--- src/rtl/traffic_phase_scheduler.sv ---
// Four-phase traffic-light sequencer with countdown, LED pattern and a shared,
// round-robin arbitrated extension budget per PASS phase.
module traffic_phase_scheduler #(
  parameter logic [7:0] T_HW_PASS  = 8'd9,
  parameter logic [7:0] T_HW_WARN  = 8'd3,
  parameter logic [7:0] T_CR_PASS  = 8'd6,
  parameter logic [7:0] T_CR_WARN  = 8'd3,
  parameter logic [7:0] EXT_STEP   = 8'd30,
  parameter logic [1:0] MAX_EXT    = 2'd3,
  parameter logic [7:0] REMAIN_MAX = 8'd99
) (
  input  logic       Sys_CLK,
  input  logic       Sys_RST,
  input  logic       tick,
  input  logic [1:0] req,
  output logic [7:0] remain,
  output logic [1:0] phase,
  output logic [3:0] LED,
  output logic       phase_done,
  output logic [1:0] ext_grant,
  output logic       ext_deny,
  output logic [1:0] ext_cnt
);

  typedef enum logic [1:0] {
    StHwPass = 2'd0,
    StHwWarn = 2'd1,
    StCrPass = 2'd2,
    StCrWarn = 2'd3
  } phase_e;

  phase_e     r_phase, w_phase_d, w_phase_succ;
  logic [7:0] r_remain, w_remain_d, w_dur_succ;
  logic [3:0] r_led, w_led_d;
  logic       r_phase_done, w_phase_done_d;
  logic [1:0] r_grant, w_grant_d;
  logic       r_deny, w_deny_d;
  logic [1:0] r_ext_cnt, w_ext_cnt_d;
  logic [1:0] r_pend, w_pend_d;
  logic [1:0] r_req_q;
  logic       r_rr_ptr, w_rr_ptr_d;

  logic [1:0] w_rise;
  logic       w_is_pass;
  logic       w_advance;
  logic [7:0] w_rem_dec;
  logic [8:0] w_ext_sum;
  logic [7:0] w_rem_ext;
  logic       w_gidx;

  function automatic logic [3:0] led_of(phase_e p);
    logic [3:0] v;
    v = 4'b1001;
    unique case (p)
      StHwPass: v = 4'b0011;
      StHwWarn: v = 4'b0110;
      StCrPass: v = 4'b1001;
      StCrWarn: v = 4'b1100;
    endcase
    return v;
  endfunction

  always_comb begin
    w_phase_succ = StCrPass;
    w_dur_succ   = T_CR_PASS;
    unique case (r_phase)
      StHwPass: begin w_phase_succ = StHwWarn; w_dur_succ = T_HW_WARN; end
      StHwWarn: begin w_phase_succ = StCrPass; w_dur_succ = T_CR_PASS; end
      StCrPass: begin w_phase_succ = StCrWarn; w_dur_succ = T_CR_WARN; end
      StCrWarn: begin w_phase_succ = StHwPass; w_dur_succ = T_HW_PASS; end
    endcase
  end

  always_comb begin
    w_rise    = req & ~r_req_q;
    w_is_pass = (r_phase == StHwPass) || (r_phase == StCrPass);
    w_advance = tick && (r_remain == 8'd1);
    w_rem_dec = tick ? (r_remain - 8'd1) : r_remain;
    w_ext_sum = {1'b0, w_rem_dec} + {1'b0, EXT_STEP};
    w_rem_ext = (w_ext_sum > {1'b0, REMAIN_MAX}) ? REMAIN_MAX : w_ext_sum[7:0];
    // With both pending, the requester not granted last wins.
    w_gidx    = (r_pend == 2'b11) ? ~r_rr_ptr : r_pend[1];

    w_phase_d      = r_phase;
    w_remain_d     = w_rem_dec;
    w_led_d        = r_led;
    w_phase_done_d = 1'b0;
    w_grant_d      = 2'b00;
    w_deny_d       = 1'b0;
    w_ext_cnt_d    = r_ext_cnt;
    w_pend_d       = r_pend | (w_is_pass ? w_rise : 2'b00);
    w_rr_ptr_d     = r_rr_ptr;

    if (w_advance) begin
      w_phase_d      = w_phase_succ;
      w_remain_d     = w_dur_succ;
      w_led_d        = led_of(w_phase_succ);
      w_phase_done_d = 1'b1;
      w_ext_cnt_d    = 2'd0;
      w_pend_d       = 2'b00;
    end else if (r_pend != 2'b00) begin
      if (r_ext_cnt < MAX_EXT) begin
        w_grant_d          = w_gidx ? 2'b10 : 2'b01;
        w_ext_cnt_d        = r_ext_cnt + 2'd1;
        w_pend_d[w_gidx]   = 1'b0;
        w_remain_d         = w_rem_ext;
        w_rr_ptr_d         = w_gidx;
      end else begin
        w_deny_d = 1'b1;
        w_pend_d = w_is_pass ? w_rise : 2'b00;
      end
    end
  end

  always_ff @(posedge Sys_CLK or posedge Sys_RST) begin
    if (Sys_RST) begin
      r_phase      <= StCrPass;
      r_remain     <= T_CR_PASS;
      r_led        <= 4'b1001;
      r_phase_done <= 1'b0;
      r_grant      <= 2'b00;
      r_deny       <= 1'b0;
      r_ext_cnt    <= 2'd0;
      r_pend       <= 2'b00;
      r_req_q      <= 2'b00;
      r_rr_ptr     <= 1'b1;
    end else begin
      r_phase      <= w_phase_d;
      r_remain     <= w_remain_d;
      r_led        <= w_led_d;
      r_phase_done <= w_phase_done_d;
      r_grant      <= w_grant_d;
      r_deny       <= w_deny_d;
      r_ext_cnt    <= w_ext_cnt_d;
      r_pend       <= w_pend_d;
      r_req_q      <= req;
      r_rr_ptr     <= w_rr_ptr_d;
    end
  end

  assign remain     = r_remain;
  assign phase      = r_phase;
  assign LED        = r_led;
  assign phase_done = r_phase_done;
  assign ext_grant  = r_grant;
  assign ext_deny   = r_deny;
  assign ext_cnt    = r_ext_cnt;

endmodule

--- config.mk ---
export PLATFORM = sky130hd
export DESIGN_NAME = traffic_phase_scheduler
export DESIGN_NICKNAME = d
export VERILOG_FILES = /design/src/rtl/traffic_phase_scheduler.sv
export SDC_FILE = /design/constraint.sdc
export NUM_CORES = 1
export LEC_CHECK = 0
export CORE_UTILIZATION = 53
export DETAILED_ROUTE_END_ITERATION = 7
export GPL_TIMING_DRIVEN = 0
export HOLD_SLACK_MARGIN = 0.02
export PLACE_DENSITY = 0.84
export SETUP_SLACK_MARGIN = 0.02
export SLEW_MARGIN = 20
export SYNTH_ARGS = -nofsm -noshare
export SYNTH_HDL_FRONTEND = slang
export SYNTH_SLANG_ARGS = --single-unit
--- constraint.sdc ---
create_clock -name Sys_CLK -period 3.25 [get_ports Sys_CLK]
set_clock_uncertainty 0.05 [all_clocks]
set_input_delay 0.65 -clock Sys_CLK [delete_from_list [all_inputs] [get_ports Sys_CLK]]
set_output_delay 0.65 -clock Sys_CLK [all_outputs]
set_load 0.03 [all_outputs]
# Word-level counts from Yosys, hierarchy flattened
# Cells that the tools add are included.
# word_totals
output_inout_bits	20
reg_bits	25
# op_classes
n_eq_ne	8
bitwise_logic	7
n_lt_le_gt_ge	4
mux	26
n_reduce_logical	11
add_sub_neg	3
# op_table
cell	count
two-way mux 8 bit	5
case mux 8 bit (3 select lines)	1
two-way mux 2 bit	11
case mux 4 bit (4 select lines)	1
equality test 2 bit (second input constant)	5
adder 8 x 5 -> 9 bit (second input constant)	1
> comparator 9 x 7 -> 1 bit (second input constant)	1
equality test 8 x 1 -> 1 bit (second input constant)	1
case mux 2 bit (4 select lines)	1
subtractor 8 x 1 -> 8 bit (second input constant)	1
two-way mux 1 bit	6
nonzero test 2 bit	3
AND 2 bit	2
equality test 2 x 1 -> 1 bit (second input constant)	2
zero test 2 bit	2
inverter 2 bit	2
AND reduction 3 bit	1
adder 2 x 1 -> 2 bit (second input constant)	1
logical AND 1 bit	2
less-than comparator 1 x 2 -> 1 bit (second input constant)	1
less-than comparator 2 bit (second input constant)	1
inverter 1 bit	2
bitwise OR 2 bit	1
AND reduction 2 bit	1
4 further kinds	4

# Longest topological paths before layout
# Gate-level depths: netlist (run 1).
# depth
ltp_word	11
mapped_depth	12
ltp_nobuf	11

# Worst setup path before layout (run 1)
# No wires, ideal clock.
# synth_timing
path_kind	register -> register
start	register r_remain[1], in the netlist remain[1]
end	register r_remain[2], in the netlist remain[2]
setup_ns	0.084
n_path_buf	1
required_time_ns	3.116
synth_period_minus_slack_ns	2.945
path_stages_with_launch	12
path_slack_ns	0.305
t_arrival_ns	2.811
path_cell_list	dfstp_2 > buf_4 > inv_1 > ha_1 > nand2_1 > o21ai_0 > ha_1 > o31ai_1 > and2_4 > and3_4 > or3_1 > a311o_1
# synth_between
elab_chain_len	8
elab_cells_between_ends	10
cone_classes	2 x add/sub; 1 x order compare; 1 x eq/ne; 5 x mux; 1 x reduce/logical
# synth_lines
item	line	text
from (decl)	33	logic [7:0] r_remain, w_remain_d, w_dur_succ;
from (signal assigned)	129	r_remain <= w_remain_d;
subtractor 8 x 1 -> 8 bit	78	w_rem_dec = tick ? (r_remain - 8'd1) : r_remain;
two-way mux 8 bit	78	
adder 8 x 5 -> 9 bit	79	w_ext_sum = {1'b0, w_rem_dec} + {1'b0, EXT_STEP};
> comparator 9 x 7 -> 1 bit	80	w_rem_ext = (w_ext_sum > {1'b0, REMAIN_MAX}) ? REMAIN_MAX : w_ext_sum[7:0];
two-way mux 8 bit	80	
two-way mux 8 bit	102	if (r_ext_cnt < MAX_EXT) begin
two-way mux 8 bit	101	end else if (r_pend != 2'b00) begin
two-way mux 8 bit *	94	if (w_advance) begin
net w_remain_d[2]	33	
# Mark *: on every way through the listed nets, which the timed path passes. The rest lies on a longest branch.
# A chain may end at the register's enable or synchronous reset.

# Worst setup path after layout (run 1)
# layout_timing
start	input tick
end	register r_remain[2], in the netlist remain[2]
# layout_between
elab_chain_len	7
elab_cells_between_ends	8
cone_classes	1 x add/sub; 1 x order compare; 5 x mux; 1 x reduce/logical
# layout_lines
item	line	text
from (decl)	14	input logic tick,
two-way mux 8 bit	78	
adder 8 x 5 -> 9 bit	79	
> comparator 9 x 7 -> 1 bit	80	
two-way mux 8 bit	80	
two-way mux 8 bit	102	
two-way mux 8 bit	101	
two-way mux 8 bit *	94	
net w_remain_d[2]	33	
# Marks and branches as above.

==> flow_metrics.env, run 1 <==
export IMPL_totalWireLength_mm=3.45
export IMPL_synthDistinctLibCells=58
export IMPL_grt_max_degree=24
export IMPL_die_width_um=56.3
export IMPL_synth_top_area_cell="sky130_fd_sc_hd__dfrtp_1"
export IMPL_cp_arrival_ns=3.37
export IMPL_worst_setup_path_type="primary input to register"
export IMPL_floorplan_die_area_sq_um=3160
export IMPL_gpl_final_weighted_congestion=0.933
export IMPL_fin_setup_tns_ns=0
export IMPL_timing_max_cap_violations=0
export IMPL_areaGrowthSynthToFinish_pct=23.5
export IMPL_post_synth_top_count_cell="sky130_fd_sc_hd__nor2_1"
export IMPL_antenna_cells=0
export IMPL_cts_stage_hold_buffer_count=0
export IMPL_clk_path_buf_depth=2
export IMPL_post_synth_edffs=0
export IMPL_run_status="complete, no violations"
export IMPL_power_share_clock_pct=6.4
export IMPL_synth_common_cells="20 x sky130_fd_sc_hd__nor2_1, 18 x sky130_fd_sc_hd__dfrtp_1, 10 x sky130_fd_sc_hd__a21oi_1, 10 x sky130_fd_sc_hd__ha_1, 9 x sky130_fd_sc_hd__inv_1"
export IMPL_layout_drive_gt1_share_pct=19.0
export IMPL_core_area_sq_um=2780
export IMPL_cts_htree_levels=1
export IMPL_slew_limit_headroom_pct=35.4
export IMPL_cts_clk_slew_worst_paths_ns=0.12
export IMPL_num_nets_final=211
export IMPL_yosys_most_used_dff="sky130_fd_sc_hd__dfrtp_1"
export IMPL_numPortBuffers=24
export IMPL_worst_ir_drop_vdd_mv=0.751
export IMPL_worst_pin_slew_ns=0.961
export IMPL_global_route_usage_total_pct=22.7
export IMPL_gate_count_post_synth=167
export IMPL_initial_core_util_pct=56.1
export IMPL_critPathRequiredTime_ns=3.45
export IMPL_finalSetupViolCount=0
export IMPL_hold_viol=0
export IMPL_wl_per_cell_um=15.3
export IMPL_switching_share_of_power_pct=48.6
export IMPL_ys_seq_elements=23
export IMPL_ys_warn_count=0
export IMPL_total_vias_in_the_final_route=1363
export IMPL_power_report_internal_total_mw=1.07
export IMPL_grt_pass1_vias=1302
export IMPL_route_antenna_remaining_nets=0
export IMPL_grt_antenna_before_repair=0
export IMPL_share_comb_of_total_power_pct=68.2
export IMPL_drt_first_iter_violations=45
export IMPL_grt_pass1_wl_mm=5.76
export IMPL_synth_sequential_area_ratio_pct=37.3
export IMPL_min_period_over_period_pct=97.5
export IMPL_cts_root_buffer="sky130_fd_sc_hd__clkbuf_4"
export IMPL_syn_num_nets=182
export IMPL_detailedRoute_firstPassIterationCount=4
export IMPL_mappedNetlistArea_sq_um=1560
export IMPL_total_power_mw=2.07
export IMPL_drc=0
export IMPL_clock_fmax_mhz=315
export IMPL_fin_crit_ns=3.17
export IMPL_number_of_vias_per_cell_after_detailed_routing=6.03
export IMPL_power_switching_mw=1.01
export IMPL_min_delay_path_class="register to register"
export IMPL_cellPowerDensity_nw_per_um2=1080
export IMPL_postLayoutCoreUtil_pct=69.3
export IMPL_cts_post_setup_buffers_inserted=0
export IMPL_cp_end_kind="register"
export IMPL_synth_async_reset_ratio_pct=100
export IMPL_worstSetupStartpointType="primary input"
export IMPL_ioPinCount=25
export IMPL_clock_tree_from_tritoncts="done"
export IMPL_floorplan_rows=19
export IMPL_clkSinkCount=23
export IMPL_report_final_slew_viol_count=0
export IMPL_overflow=0
export IMPL_clk_insertion_delay_late_ns=0.31
export IMPL_synth_top_area_share_pct=28.9
export IMPL_grt_setup_unrepaired="no"
export IMPL_syn_area_per_cell_sq_um=9.34
export IMPL_power_leakage_nw=0.804
export IMPL_post_route_worst_hold_slack_ns=0.482
export IMPL_cts_buffers=3
export IMPL_timing_critical_path_fanout_max=6
export IMPL_biggest_area_contributors_in_the_synthesized_netlist="sky130_fd_sc_hd__dfrtp_1 29%, sky130_fd_sc_hd__dfstp_2 8.4%, sky130_fd_sc_hd__ha_1 8.0%, sky130_fd_sc_hd__nor2_1 4.8%, sky130_fd_sc_hd__xnor2_1 4.5%"
export IMPL_die_h_um=56.3
export IMPL_seq_power_share_pct=25.4
export IMPL_dp_final_hpwl_mm=2.56
-- flip-flops by register name (all words and copies together), names as in the netlist --
name,cells
r_rr_ptr,1
ext_cnt,2
r_req_q,2
phase_done,1
ext_grant,2
phase,2
r_pend,2
remain,8
LED,2
ext_deny,1
-- metrics by stage --
step | cell area (sq um) | instances | worst slack, ns
finish | 1930 | 226 | 0.0799
detailed placement | 1840 | 222 | -0.602
floorplan | 1560 | 167 | 0.305
global route | 1930 | 226 | 0.0170
global placement | 1840 | 222 | -0.464
CTS | 1880 | 226 | 0.0721
-- worst max-delay path, cell delays in order --
cell	delay, ns
sky130_fd_sc_hd__clkdlybuf4s50_1	0.49
sky130_fd_sc_hd__or4b_1	0.46
sky130_fd_sc_hd__clkbuf_2	0.18
sky130_fd_sc_hd__o31a_1	0.27
sky130_fd_sc_hd__or2_4	0.28
sky130_fd_sc_hd__and2_4	0.16
sky130_fd_sc_hd__and3_4	0.16
sky130_fd_sc_hd__or3_1	0.40
sky130_fd_sc_hd__a311o_1	0.33
-- path summary, 6_finish.rpt --
check | cells past startpoint | to | slack (ns) | start
max in group asynchronous | 2 | r_req_q[1] | 1.88 | Sys_RST
hold reg to reg | 2 | LED[1] | 0.48 | LED[1]
hold / removal | 2 | LED[1] | 0.48 | LED[1]
setup / recovery | 9 | remain[2] | 0.08 | tick
min in group asynchronous | 2 | phase_done | 0.75 | Sys_RST
setup reg to reg | 10 | remain[2] | 0.14 | remain[1]
-- routing by layer --
metal  vias up  share of wire, %  routed length (um)  global-route usage, %
li1        648                 -                   -                      -
met3         4               4.5                 154                   1.61
met1       678                43                1490                   31.0
met5         -                 0                   0                      0
met2        33                51                1760                   39.6
met4         0               1.1                  38                   5.23
-- power groups by stage --
stage               clock (mW)  sequential (mW)  combinational, mW
detailed placement           0            0.529               1.34
CTS                      0.138            0.522               1.36
floorplan                    0            0.682              0.800
finish                   0.133            0.526               1.42
global route             0.149            0.544               1.53
global placement             0            0.518               1.30
-- area by class of cell --
| type | count | area [sq um] |
|---|---|---|
| Clock buffer | 3 | 22.5 |
| Buffer | 11 | 67.6 |
| Fill cell | 233 | 855 |
| Clock inverter | 1 | 7.51 |
| Inverter | 9 | 33.8 |
| Sequential cell | 23 | 582 |
| Tap cell | 31 | 38.8 |
| Timing Repair Buffer | 24 | 240 |
| Multi-Input combinational cell | 124 | 935 |
-- layout by cell type, fill, tap and decap left out, drive strengths merged, types with 5 or more instances in the layout --
cell / n
dfrtp: 18
xnor2: 8
clkbuf: 7
nor2: 20
a21oi: 10
buf: 7
xor2: 6
nor3: 7
nor4: 5
ha: 10
clkdlybuf4s50: 24
inv: 9
dfstp: 5
nand2: 7
-- kinds of logic after synthesis --
group,after synthesis,synth area share [%]
compound gates,32,13.9
xor+xnor,14,7.86
fa+ha+maj,10,8.02
buf+inv,20,6.41
flops,23,37.3
mux,2,1.36
simple gates,66,25.2
-- timing repair --
action / 4_1_cts / 5_1_grt
gates cloned: 0 / 0
resized for setup: 3 / 8
pin swaps: 0 / 1
setup endpoints to repair: 5 / 5
Power figures use the tool's default switching activity.
==> inputs of run 2 (changes only) <==
--- a/config.mk
+++ b/config.mk
@@ -9,9 +9,11 @@
 export DETAILED_ROUTE_END_ITERATION = 7
 export GPL_TIMING_DRIVEN = 0
 export HOLD_SLACK_MARGIN = 0.02
-export PLACE_DENSITY = 0.84
+export PLACE_DENSITY = 0.77
+export REMOVE_ABC_BUFFERS = 1
 export SETUP_SLACK_MARGIN = 0.02
 export SLEW_MARGIN = 20
 export SYNTH_ARGS = -nofsm -noshare
 export SYNTH_HDL_FRONTEND = slang
 export SYNTH_SLANG_ARGS = --single-unit
+export TNS_END_PERCENT = 50
==> run 2 against run 1 <==
Die area is the same. Sequential power grew 7.4%. Combinational power shrank 7%. Cell area shrank 3.9%. Non-clock buffer count shrank 9. Count of clock-buffer cells in the layout grew 1.
==> flow_metrics.env, run 2 (synthesis results as in run 1) <==
export IMPL_run_status="complete, no violations"
export IMPL_power_leakage_nw=0.764
export IMPL_power_report_internal_total_mw=1.02
export IMPL_areaGrowthSynthToFinish_pct=18.7
export IMPL_worst_path_max_delay_cell="sky130_fd_sc_hd__dfstp_2"
export IMPL_min_from="LED[1]"
export IMPL_global_route_usage_total_pct=22.4
export IMPL_share_comb_of_total_power_pct=65.6
export IMPL_cp_arrival_ns=3.26
export IMPL_layout_filler_cells=229
export IMPL_place_ws_ns=-0.592
export IMPL_setup_slack_ns=0.181
export IMPL_power_share_clock_pct=6.3
export IMPL_cts_clk_slew_worst_paths_ns=0.12
export IMPL_rr_startpoint="remain[1]"
export IMPL_switching_share_of_power_pct=49.1
export IMPL_critPathRequiredTime_ns=3.44
export IMPL_seq_power_share_pct=28.1
export IMPL_finalSetupViolCount=0
export IMPL_worst_ir_drop_vdd_mv=0.748
export IMPL_core_area_sq_um=2780
export IMPL_cp_end_kind="register"
export IMPL_total_power_mw=2.01
export IMPL_route_antenna_remaining_nets=0
export IMPL_report_final_slew_viol_count=0
export IMPL_power_switching_mw=0.987
export IMPL_timing_critical_path_fanout_max=10
export IMPL_layout_drive_gt1_share_pct=14.0
export IMPL_grt_max_degree=24
export IMPL_worstRegToRegCells=9
export IMPL_clock_tree_from_tritoncts="done"
export IMPL_wl_per_cell_um=15.1
export IMPL_antenna_cells=0
export IMPL_num_nets_final=202
export IMPL_min_period_over_period_pct=94.4
export IMPL_totalWireLength_mm=3.27
export IMPL_die_width_um=56.3
export IMPL_worst_setup_path_type="register to register"
export IMPL_largest_register_ff_count=8
export IMPL_fin_setup_tns_ns=0
export IMPL_grt_pass1_vias=1370
export IMPL_slew_limit_headroom_pct=43.3
export IMPL_final_common_cell="sky130_fd_sc_hd__clkdlybuf4s50_1"
export IMPL_initial_core_util_pct=56.1
export IMPL_numPortBuffers=24
export IMPL_total_vias_in_the_final_route=1307
export IMPL_timing_hold_worst_endpoint="LED[1]"
export IMPL_drt_first_iter_violations=63
export IMPL_timing_max_cap_violations=0
export IMPL_cts_root_buffer="sky130_fd_sc_hd__clkbuf_4"
export IMPL_worst_hold_path_num_cells=2
export IMPL_hold_viol=0
export IMPL_number_of_vias_per_cell_after_detailed_routing=6.02
export IMPL_worst_pin_slew_ns=0.850
export IMPL_cts_stage_hold_buffer_count=0
export IMPL_post_route_worst_hold_slack_ns=0.484
export IMPL_cells_along_the_critical_path="inv_1 > ha_1 > and4bb_2 > xor2_1 > o32ai_1 > or2_1 > a311oi_2 > or3_1 > a311o_1"
export IMPL_mostFrequentLayoutCells="23 x sky130_fd_sc_hd__clkdlybuf4s50_1, 20 x sky130_fd_sc_hd__nor2_1, 17 x sky130_fd_sc_hd__dfrtp_1, 10 x sky130_fd_sc_hd__a21oi_1"
export IMPL_fin_crit_ns=3.07
export IMPL_cts_htree_levels=1
export IMPL_worst_path_largest_cell_delay_ns=0.66
export IMPL_gpl_final_weighted_congestion=0.938
export IMPL_detailedRoute_firstPassIterationCount=4
export IMPL_min_delay_path_class="register to register"
export IMPL_cts_buffers=3
export IMPL_overflow=0
export IMPL_grt_antenna_before_repair=0
export IMPL_grt_pass1_wl_mm=5.75
export IMPL_floorplan_die_area_sq_um=3160
export IMPL_floorplan_rows=19
export IMPL_cellPowerDensity_nw_per_um2=1080
export IMPL_ioPinCount=25
export IMPL_clock_fmax_mhz=326
export IMPL_die_h_um=56.3
export IMPL_r2r_end="remain[2]"
export IMPL_r2r_setup_slack_ns=0.18
export IMPL_clk_path_buf_depth=2
export IMPL_worstSetupStartpointType="register"
export IMPL_clk_insertion_delay_late_ns=0.30
export IMPL_grt_setup_unrepaired="yes"
export IMPL_drc=0
export IMPL_clkSinkCount=23
export IMPL_dp_final_hpwl_mm=2.36
==> run 2: cell count changes in the layout (fill, tap and decap cells not counted), moves of 2 or more <==
cell and delta:
sky130_fd_sc_hd__xnor2_1 +2, sky130_fd_sc_hd__nor4_4 +2, sky130_fd_sc_hd__buf_4 -3, sky130_fd_sc_hd__clkbuf_2 -2, sky130_fd_sc_hd__nor4_2 -2, sky130_fd_sc_hd__xnor2_2 -2
==> run 2: cell type report <==
type	count	area [sq um]	share of cell area, %
Multi-Input combinational cell	124	911	49.2
Tap cell	31	38.8	2.09
Inverter	9	33.8	1.82
Clock buffer	4	26.3	1.42
Sequential cell	23	583	31.5
Timing Repair Buffer	26	259	14.0
==> run 2: repair_timing <==
| item | 4_1_cts | 5_1_grt |
|---|---|---|
| gates resized for setup | 4 | 3 |
| pin swaps | 0 | 1 |
| buffers inserted | 0 | 1 |
| endpoints found under the setup margin | 5 | 3 |
==> run 2: routing by layer <==
metal  global-route usage, %  part of all wire, %  up-vias
met4                    6.27                 0.95        0
met1                    27.5                   42      632
met2                    41.8                   53       40
li1                        -                    -      629
met5                       0                    0        -
met3                    2.07                  3.8        6
==> run 2: how the worst max path moves through the flow <==
stage               slack [ns]      start   endpoint  cells past startpoint
floorplan                 0.10  remain[3]  remain[2]                      4
global placement         -1.13       tick  remain[2]                      5
detailed placement       -0.59       tick  remain[4]                      8
CTS                        0.1  remain[1]  remain[2]                     10
global route              0.01  remain[1]  remain[2]                      9
finish                    0.18  remain[1]  remain[2]                      9
==> run 2: power by group through the flow <==
stage          Combinational, mW  Sequential (mW)  Clock (mW)
6_report                    1.32            0.565       0.127
5_1_grt                     1.43            0.591       0.141
4_1_cts                     1.29            0.561       0.133
3_5_place_dp                1.24            0.567           0
3_3_place_gp                1.21            0.553           0
2_1_floorplan              0.691            0.733           0
==> run 2: per-stage QoR <==
stage | utilization [%] | instance area [sq um] | instances
after floorplan | - | 1490 | 156
after global placement | 63.7 | 1770 | 211
after detailed placement | 64.5 | 1790 | 212
after CTS | 66.1 | 1840 | 216
after global routing | 66.6 | 1850 | 217
final | 66.6 | 1850 | 217
==> run 2: critical path, delay by kind of cell, from the launching register on <==
family / cells / cell delay (ns)
AOI/OAI and AO/OA: 3 / 0.91
xor gates and xnor gates: 1 / 0.21
adders and majority gates: 1 / 0.26
buffers and inverters: 1 / 0.10
DFF: 1 / 0.66
and+or+nand+nor: 3 / 0.79
==> inputs of run 3 (changes only) <==
--- a/config.mk
+++ b/config.mk
@@ -5,11 +5,13 @@
 export SDC_FILE = /design/constraint.sdc
 export NUM_CORES = 1
 export LEC_CHECK = 0
-export CORE_UTILIZATION = 53
+export CELL_PAD_IN_SITES_DETAIL_PLACEMENT = 1
+export CELL_PAD_IN_SITES_GLOBAL_PLACEMENT = 1
+export CORE_UTILIZATION = 40
 export DETAILED_ROUTE_END_ITERATION = 7
 export GPL_TIMING_DRIVEN = 0
 export HOLD_SLACK_MARGIN = 0.02
-export PLACE_DENSITY = 0.77
+export PLACE_DENSITY = 0.76
 export REMOVE_ABC_BUFFERS = 1
 export SETUP_SLACK_MARGIN = 0.02
 export SLEW_MARGIN = 20
==> run 3 against run 2 <==
Fmax is 1.4% higher. Cell count rose by 9.7%. Global-route usage fell by 2.1 points. Cell area rose by 5.5%. Via count shrank 0.15%. Critical path depth down 1. Clock power rose by 41%. Register-to-register slack improved by 0.06 ns. Worst hold slack worse by 0.0022 ns. Sequential cell count unchanged. Critical path type is now primary input to register.
==> flow_metrics.env, run 3 (synthesis results as in run 1) <==
export IMPL_run_status="complete, no violations"
export IMPL_ioPinCount=25
export IMPL_slew_limit_headroom_pct=41.9
export IMPL_layout_drive_gt1_share_pct=18.9
export IMPL_mostFrequentLayoutCells="23 x sky130_fd_sc_hd__clkdlybuf4s50_1, 20 x sky130_fd_sc_hd__nor2_1, 17 x sky130_fd_sc_hd__dfrtp_1, 10 x sky130_fd_sc_hd__a21oi_1"
export IMPL_timing_max_cap_violations=0
export IMPL_detailedRoute_firstPassIterationCount=4
export IMPL_initial_core_util_pct=42.3
export IMPL_number_of_vias_per_cell_after_detailed_routing=5.48
export IMPL_global_route_usage_total_pct=20.3
export IMPL_final_common_cell="sky130_fd_sc_hd__clkdlybuf4s50_1"
export IMPL_grt_antenna_before_repair=0
export IMPL_drc=0
export IMPL_numPortBuffers=24
export IMPL_cellPowerDensity_nw_per_um2=1110
export IMPL_cts_clk_slew_worst_paths_ns=0.08
export IMPL_clk_path_buf_depth=2
export IMPL_wl_per_cell_um=16.1
export IMPL_min_delay_path_class="register to register"
export IMPL_dp_final_hpwl_mm=2.80
export IMPL_overflow=0
export IMPL_gpl_final_weighted_congestion=0.854
export IMPL_clock_fmax_mhz=330
export IMPL_cts_stage_hold_buffer_count=0
export IMPL_cts_buffers=3
export IMPL_route_antenna_remaining_nets=0
export IMPL_die_width_um=64.5
export IMPL_power_leakage_nw=0.800
export IMPL_cp_buffers_inverters=1
export IMPL_grt_max_degree=24
export IMPL_numPlacedInstances=229
export IMPL_cp_end_kind="register"
export IMPL_areaGrowthSynthToFinish_pct=25.3
export IMPL_worst_path_max_delay_cell="sky130_fd_sc_hd__or4b_1"
export IMPL_total_vias_in_the_final_route=1305
export IMPL_final_area_sq_um=1950
export IMPL_finalSetupViolCount=0
export IMPL_place_ws_ns=-0.737
export IMPL_postLayoutCoreUtil_pct=53.0
export IMPL_clock_tree_from_tritoncts="done"
export IMPL_clk_insertion_delay_late_ns=0.26
export IMPL_setup_slack_ns=0.222
export IMPL_floorplan_rows=22
export IMPL_cp_arrival_ns=3.17
export IMPL_critPathRequiredTime_ns=3.39
export IMPL_total_power_mw=2.16
export IMPL_cts_htree_levels=1
export IMPL_grt_pass1_vias=1365
export IMPL_timing_critical_path_fanout_max=12
export IMPL_hold_viol=0
export IMPL_grt_pass1_wl_mm=6.56
export IMPL_post_dp_cell_area_sq_um=1810
export IMPL_worst_ir_drop_vdd_mv=0.450
export IMPL_cells_along_the_critical_path="clkbuf_2 > or4b_1 > o31a_1 > or2_4 > and2_4 > and3_4 > or3_1 > a311o_1"
export IMPL_cts_root_buffer="sky130_fd_sc_hd__clkbuf_8"
export IMPL_report_final_slew_viol_count=0
export IMPL_die_h_um=64.5
export IMPL_core_area_sq_um=3690
export IMPL_drt_first_iter_violations=63
export IMPL_cpLargestDelayFamily="simple AND/OR/NAND/NOR gates"
export IMPL_worstSetupStartpointType="primary input"
export IMPL_totalWireLength_mm=3.82
export IMPL_fin_crit_ns=3.03
export IMPL_floorplan_die_area_sq_um=4150
export IMPL_clkSinkCount=23
export IMPL_worst_pin_slew_ns=0.870
export IMPL_stdcell_count=238
export IMPL_fin_setup_tns_ns=0
export IMPL_antenna_cells=0
export IMPL_largest_register_ff_count=8
export IMPL_worst_path_largest_cell_delay_ns=0.63
export IMPL_post_route_worst_hold_slack_ns=0.482
export IMPL_worst_setup_path_type="primary input to register"
export IMPL_num_nets_final=206
export IMPL_min_period_over_period_pct=93.2
-- run 3: path summary, 6_finish.rpt --
| path | startpoint | to | slack (ns) | depth (start not counted) |
|---|---|---|---|---|
| max | tick | remain[2] | 0.22 | 8 |
| min | r_rr_ptr | r_rr_ptr | 0.48 | 2 |
| max reg2reg | remain[0] | remain[2] | 0.24 | 10 |
| min reg2reg | r_rr_ptr | r_rr_ptr | 0.48 | 2 |
| max in group asynchronous | Sys_RST | remain[0] | 1.75 | 2 |
| min in group asynchronous | Sys_RST | ext_cnt[1] | 0.81 | 2 |
-- run 3: repair_timing --
item	in CTS	in global routing
setup buffers	0	5
setup endpoints to repair	5	5
resized for setup	4	11
pin swaps	0	1
hold endpoints to repair	0	0
-- run 3: power by group --
part / total, mW / internal (mW) / switching (mW)
Sequential: 0.574 / 0.414 / 0.159
Clock: 0.179 / 0.0876 / 0.0917
Combinational: 1.41 / 0.609 / 0.802
-- run 3: area by class of cell --
cell class / instances / area [sq um]
inverter: 9 / 33.8
multi-input combinational: 124 / 952
sequential: 23 / 583
tap: 48 / 60.1
timing repair buffer: 30 / 280
fill: 435 / 1730
clock buffer: 4 / 45.0
-- run 3: layer usage --
metal  GRT usage, %  vias to the layer above  part of all wire (%)
met2           35.8                       15                    51
met4           4.44                        0                  0.65
met3           3.87                        4                   1.9
met5              0                        -                     0
met1           25.6                      646                    47
li1               -                      640                     -
-- run 3: worst reg2reg max path: cells and delay by family, from the launching register on --
family                   cells  cell delay (ns)
adder cells (fa/ha/maj)      2             0.59
buffers and inverters        1             0.16
AO/OA/AOI/OAI                4             0.88
AND/OR/NAND/NOR              2             0.49
XOR/XNOR                     1             0.27
flip-flops                   1             0.50
==> variant 1, RTL diff (flow settings as in run 3) <==
Register the output `LED` once more, cleared by the reset; this adds one clock of latency there. The other outputs are not delayed to match.
--- a/src/rtl/traffic_phase_scheduler.sv
+++ b/src/rtl/traffic_phase_scheduler.sv
@@ -140,7 +140,13 @@
 
   assign remain     = r_remain;
   assign phase      = r_phase;
-  assign LED        = r_led;
+  always_ff @(posedge Sys_CLK or posedge Sys_RST) begin
+    if (Sys_RST) begin
+      LED <= '0;
+    end else begin
+      LED <= r_led;
+    end
+  end
   assign phase_done = r_phase_done;
   assign ext_grant  = r_grant;
   assign ext_deny   = r_deny;
Check against the original RTL: not equivalent (Yosys sat finds a counterexample within 4 cycles, from zero or initial values and one cycle with Sys_RST high).
==> variant 1 against run 3 <==
Wire length up 2.9%. Total power increased by 3.6%. Worst setup slack worse by 0.051 ns. Register-to-register slack got worse by 0.02 ns. Synthesized area rose by 6.4%. Sequential cell count increased by 4. Cell area increased by 2.7%. Critical endpoint is now remain[4]. First-iteration DRC count down 41%.
==> variant 1: results (changes against run 3) <==
[logic_synthesis] multiplexer area fraction after synthesis 1.96% [was 1.36%]
[min_path] hold endpoint LED[1] [was r_rr_ptr]
[clocking] clock transition time at the flip-flop clock pins of the worst setup and hold paths 0.10 ns [was 0.08 ns]
[setup_path] worst-path fanout max 10 [was 12]
[logic_synthesis] mean post-synth cell area 10.0 sq um [was 9.34 sq um]
[setup_path] launching point of the worst reg2reg path remain[1] [was remain[0]]
[routing] number of design-rule violations left by the first detailed-router iteration 37 [was 63]
[grt] pin count of the biggest net entering global routing 28 [was 24]
[routing] total vias in the final route 1299 [was 1305]
[logic_synthesis] synthesized-area fraction occupied by adder cells 7.54% [was 8.02%]
[sta] final hold slack 0.334 ns [was 0.482 ns]
[logic_synthesis] most area-consuming cells after synthesis sky130_fd_sc_hd__dfrtp_1 (33%), sky130_fd_sc_hd__dfstp_2 (7.9%), sky130_fd_sc_hd__ha_1 (7.5%) [was sky130_fd_sc_hd__dfrtp_1 (29%), sky130_fd_sc_hd__dfstp_2 (8.4%), sky130_fd_sc_hd__ha_1 (8.0%)]
[finish] ratio of cells with drive above 1 in the final layout 16.4% [was 18.9%]
[power_and_ir_drop] static leakage 0.848 nW [was 0.800 nW]
[outcome] result of the run finished, final reports clean [unchanged]
[grt] total global-route track usage 20.0% [was 20.3%]
[grt] grt met3 use 2.59% [was 3.87%]
[placed_design] post-placement worst setup slack -0.299 ns [was -0.737 ns]
[logic_synthesis] compound-gate portion of the synthesized area 14.7% [was 13.9%]
[grt] vias in the first global route 1404 [was 1365]
[logic_synthesis] xor/xnor share of the synthesized area 8.74% [was 7.86%]
[setup_path] cell at the slowest stage of the critical path sky130_fd_sc_hd__clkdlybuf4s50_1 [was sky130_fd_sc_hd__or4b_1]
[finish] nets 205 [was 206]
[grt] met2 Resource Use GR 34.8% [was 35.8%]
[setup_path] r2r endpoint remain[4] [was remain[2]]
[grt] first-pass GRT wire length 6640 um [was 6560 um]
[routing] final wirelength 3930 um [was 3820 um]
[setup_path] signal arrival time at the worst endpoint 3.20 ns [was 3.17 ns]
[logic_synthesis] register area share after synthesis 41.1% [was 37.3%]
[power_and_ir_drop] worst-case vdd ir drop 0.523 mV [was 0.450 mV]
[setup_path] largest stage delay on the critical path 0.67 ns [was 0.63 ns]
[placed_design] post-DP HPWL 2940 um [was 2800 um]
[routing] detail-routed net length per standard cell 16.5 um [was 16.1 um]
[clocking] clock latency on the worst-skew pair 0.28 ns [was 0.26 ns]
## variant 1: routing by layer
metal  vias to the layer above  part of all wire, %
li1                        629                    -
met1                       640                   46
met2                        24                   50
met3                         6                  2.8
met4                         0                  1.1
met5                         -                    0
## variant 1: where the power goes
group	internal (mW)	switching, mW
Clock	0.0903	0.119
Combinational	0.568	0.820
Sequential	0.488	0.156
## variant 1: layout make-up
| cell class | count | area [sq um] |
|---|---|---|
| Fill cell | 464 | 1990 |
| Multi-Input combinational cell | 124 | 923 |
| Sequential cell | 27 | 682 |
| Timing Repair Buffer | 25 | 255 |
| Tap cell | 50 | 62.6 |
| Clock buffer | 3 | 41.3 |
| Inverter | 9 | 33.8 |
| Clock inverter | 1 | 8.76 |
## variant 1: critical path: cells and delay by family
kind	cells	cell delay (ns)
AO/OA/AOI/OAI	4	1.06
adder cells (fa/ha/maj)	1	0.40
AND/OR/NAND/NOR	3	0.40
buffers and inverters	1	0.67
==> variant 2, RTL diff (settings of run 3) <==
Made on the original files. Set the parameter `REMAIN_MAX` to 8'd49 (it was 8'd99).
--- a/src/rtl/traffic_phase_scheduler.sv
+++ b/src/rtl/traffic_phase_scheduler.sv
@@ -7,7 +7,7 @@
   parameter logic [7:0] T_CR_WARN  = 8'd3,
   parameter logic [7:0] EXT_STEP   = 8'd30,
   parameter logic [1:0] MAX_EXT    = 2'd3,
-  parameter logic [7:0] REMAIN_MAX = 8'd99
+  parameter logic [7:0] REMAIN_MAX = 8'd49
 ) (
   input  logic       Sys_CLK,
   input  logic       Sys_RST,
Function: changed (a bounded check fails within 4 cycles, from zero or initial values and one cycle with Sys_RST high).
==> variant 2 against run 3 <==
Cell area fell by 4.5%. Sequential cell count is the same. Fmax fell by 0.40%. Worst setup slack worse by 0.012 ns. Via count is 6.5% lower. Synthesized area is 0.80% lower. Total power decreased by 6.4%. Wire length down 7.3%. Critical path type unchanged.
==> variant 2: results (changes against run 3) <==
[placed_design] post-placement worst setup slack -0.356 ns [was -0.737 ns]
[routing] wire length on met1 1620 um [was 1780 um]
[clocking] number of H-tree levels 1 [unchanged]
[finish] nets 193 [was 206]
[logic_synthesis] most area-consuming cells after synthesis sky130_fd_sc_hd__dfrtp_1 (29%), sky130_fd_sc_hd__ha_1 (8.9%), sky130_fd_sc_hd__dfstp_2 (8.5%) [was sky130_fd_sc_hd__dfrtp_1 (29%), sky130_fd_sc_hd__dfstp_2 (8.4%), sky130_fd_sc_hd__ha_1 (8.0%)]
[power_and_ir_drop] worst-case vdd ir drop 0.450 mV [about the same]
[logic_synthesis] register area share after synthesis 37.6% [was 37.3%]
[clocking] number of buffers inserted during clock tree synthesis 3 [unchanged]
[logic_synthesis] gate count of the mapped netlist 158 [was 167]
[placed_design] post-DP HPWL 2670 um [was 2800 um]
[logic_synthesis] xor/xnor share of the synthesized area 7.68% [was 7.86%]
[routing] routed length on met3 73 um [was 71 um]
[routing] average vias per placed instance 5.45 [was 5.48]
[routing] number of design-rule violations left by the first detailed-router iteration 55 [was 63]
[logic_synthesis] unique cell type count in the Yosys netlist 52 [was 58]
[placed_design] Final Wtd Congestion 0.762 [was 0.854]
[grt] vias in the first global route 1366 [was 1365]
[finish] ratio of cells with drive above 1 in the final layout 14.2% [was 18.9%]
[outcome] result of the run finished, final reports clean [unchanged]
[setup_path] worst-path fanout max 11 [was 12]
[placed_design] number of input and output port buffers inserted 24 [unchanged]
[routing] met2 routed WL 1800 um [was 1940 um]
[finish] Filler Cell Count 434 [was 435]
[clocking] buffers from clock root to sink, at most 2 [unchanged]
[logic_synthesis] synthesized-area fraction occupied by adder cells 8.89% [was 8.02%]
[clocking] clock transition time at the flip-flop clock pins of the worst setup and hold paths 0.09 ns
[grt] first-pass GRT wire length 6290 um [was 6560 um]
[clocking] clock latency on the worst-skew pair 0.27 ns
[sta] transition at the pin with the smallest max-transition slack 1.02 ns [was 0.870 ns]
[logic_synthesis] compound-gate portion of the synthesized area 16.3% [was 13.9%]
[grt] total global-route track usage 19.7% [was 20.3%]
[power_and_ir_drop] net load switching power 0.965 mW [was 1.05 mW]
[logic_synthesis] multiplexer area fraction after synthesis 1.94% [was 1.36%]
[routing] final wirelength 3550 um [was 3820 um]
[logic_synthesis] list of most frequent post-synthesis cells sky130_fd_sc_hd__dfrtp_1 (18), sky130_fd_sc_hd__nand2_1 (16), sky130_fd_sc_hd__ha_1 (11) [was sky130_fd_sc_hd__nor2_1 (20), sky130_fd_sc_hd__dfrtp_1 (18), sky130_fd_sc_hd__a21oi_1 (10), sky130_fd_sc_hd__ha_1 (10), sky130_fd_sc_hd__inv_1 (9)]
[finish] final non-filler cell total 224 [was 238]
[power_and_ir_drop] static leakage 0.781 nW [was 0.800 nW]
[placed_design] Cell Area, Placed 0.00178 sq mm [was 0.00181 sq mm]
[grt] initial antenna violation count 0 [unchanged]
[routing] router iterations before antenna repair 3 [was 4]
## variant 2: cell count changes after synthesis, sizes merged, moves of 3 or more
cell / before / now
o21ai: 4 / 7
nor3: 7 / 2
nand2: 7 / 16
xnor2: 8 / 5
a21oi: 10 / 6
or2: 4 / 1
nor2: 20 / 10
## variant 2: power by group through the flow
stage               Combinational [mW]  Sequential [mW]  Clock, mW
floorplan                        0.681            0.724          0
global placement                  1.21            0.543          0
detailed placement                1.25            0.552          0
CTS                               1.27            0.549      0.190
global route                      1.42            0.577      0.203
finish                            1.29            0.551      0.181
## variant 2: critical path, stage by stage
cell                            delay, ns
sky130_fd_sc_hd__dlygate4sd2_1       0.40
sky130_fd_sc_hd__or4b_4              0.56
sky130_fd_sc_hd__xnor2_2             0.24
sky130_fd_sc_hd__or4b_2              0.67
sky130_fd_sc_hd__a31oi_1             0.20
sky130_fd_sc_hd__o211ai_2            0.12
sky130_fd_sc_hd__a21boi_2            0.22
sky130_fd_sc_hd__nand2b_1            0.13
## variant 2: final timing paths
path	startpoint	end	slack, ns	depth (start not counted)
setup / recovery	tick	remain[0]	0.21	8
hold / removal	LED[0]	LED[0]	0.42	2
setup reg to reg	remain[1]	remain[0]	0.23	12
hold reg to reg	LED[0]	LED[0]	0.42	2
max in group asynchronous	Sys_RST	remain[3]	1.80	2
min in group asynchronous	Sys_RST	remain[6]	0.81	2
## variant 2: cell families after synthesis
group | count (synthesis)
adder cells (fa/ha/maj) | 11
XOR/XNOR | 11
flip-flops | 23
multiplexers | 3
AND/OR/NAND/NOR | 57
buffers and inverters | 18
AO/OA/AOI/OAI | 35
## variant 2: repair_timing
item                                    in CTS  in global routing
endpoints found under the setup margin       4                  4
pin swaps                                    0                  1
gates resized for setup                      3                  5
hold buffers                                 0                  0
## variant 2: area by class of cell
type / count / area [sq um] / area share (%)
well taps: 48 / 60.1 / 3.22
clock buffers: 3 / 41.3 / 2.21
flip-flops and latches: 23 / 582 / 31.2
inverters: 8 / 30.0 / 1.61
repair buffers: 24 / 239 / 12.8
multi-input cells: 117 / 908 / 48.7
clock inverters: 1 / 5.00 / 0.268
## variant 2: layer usage
layer	up-vias	global-route usage, %
met1	600	23.8
li1	600	-
met5	-	0
met4	0	9.72
met2	16	34.4
met3	4	2.50
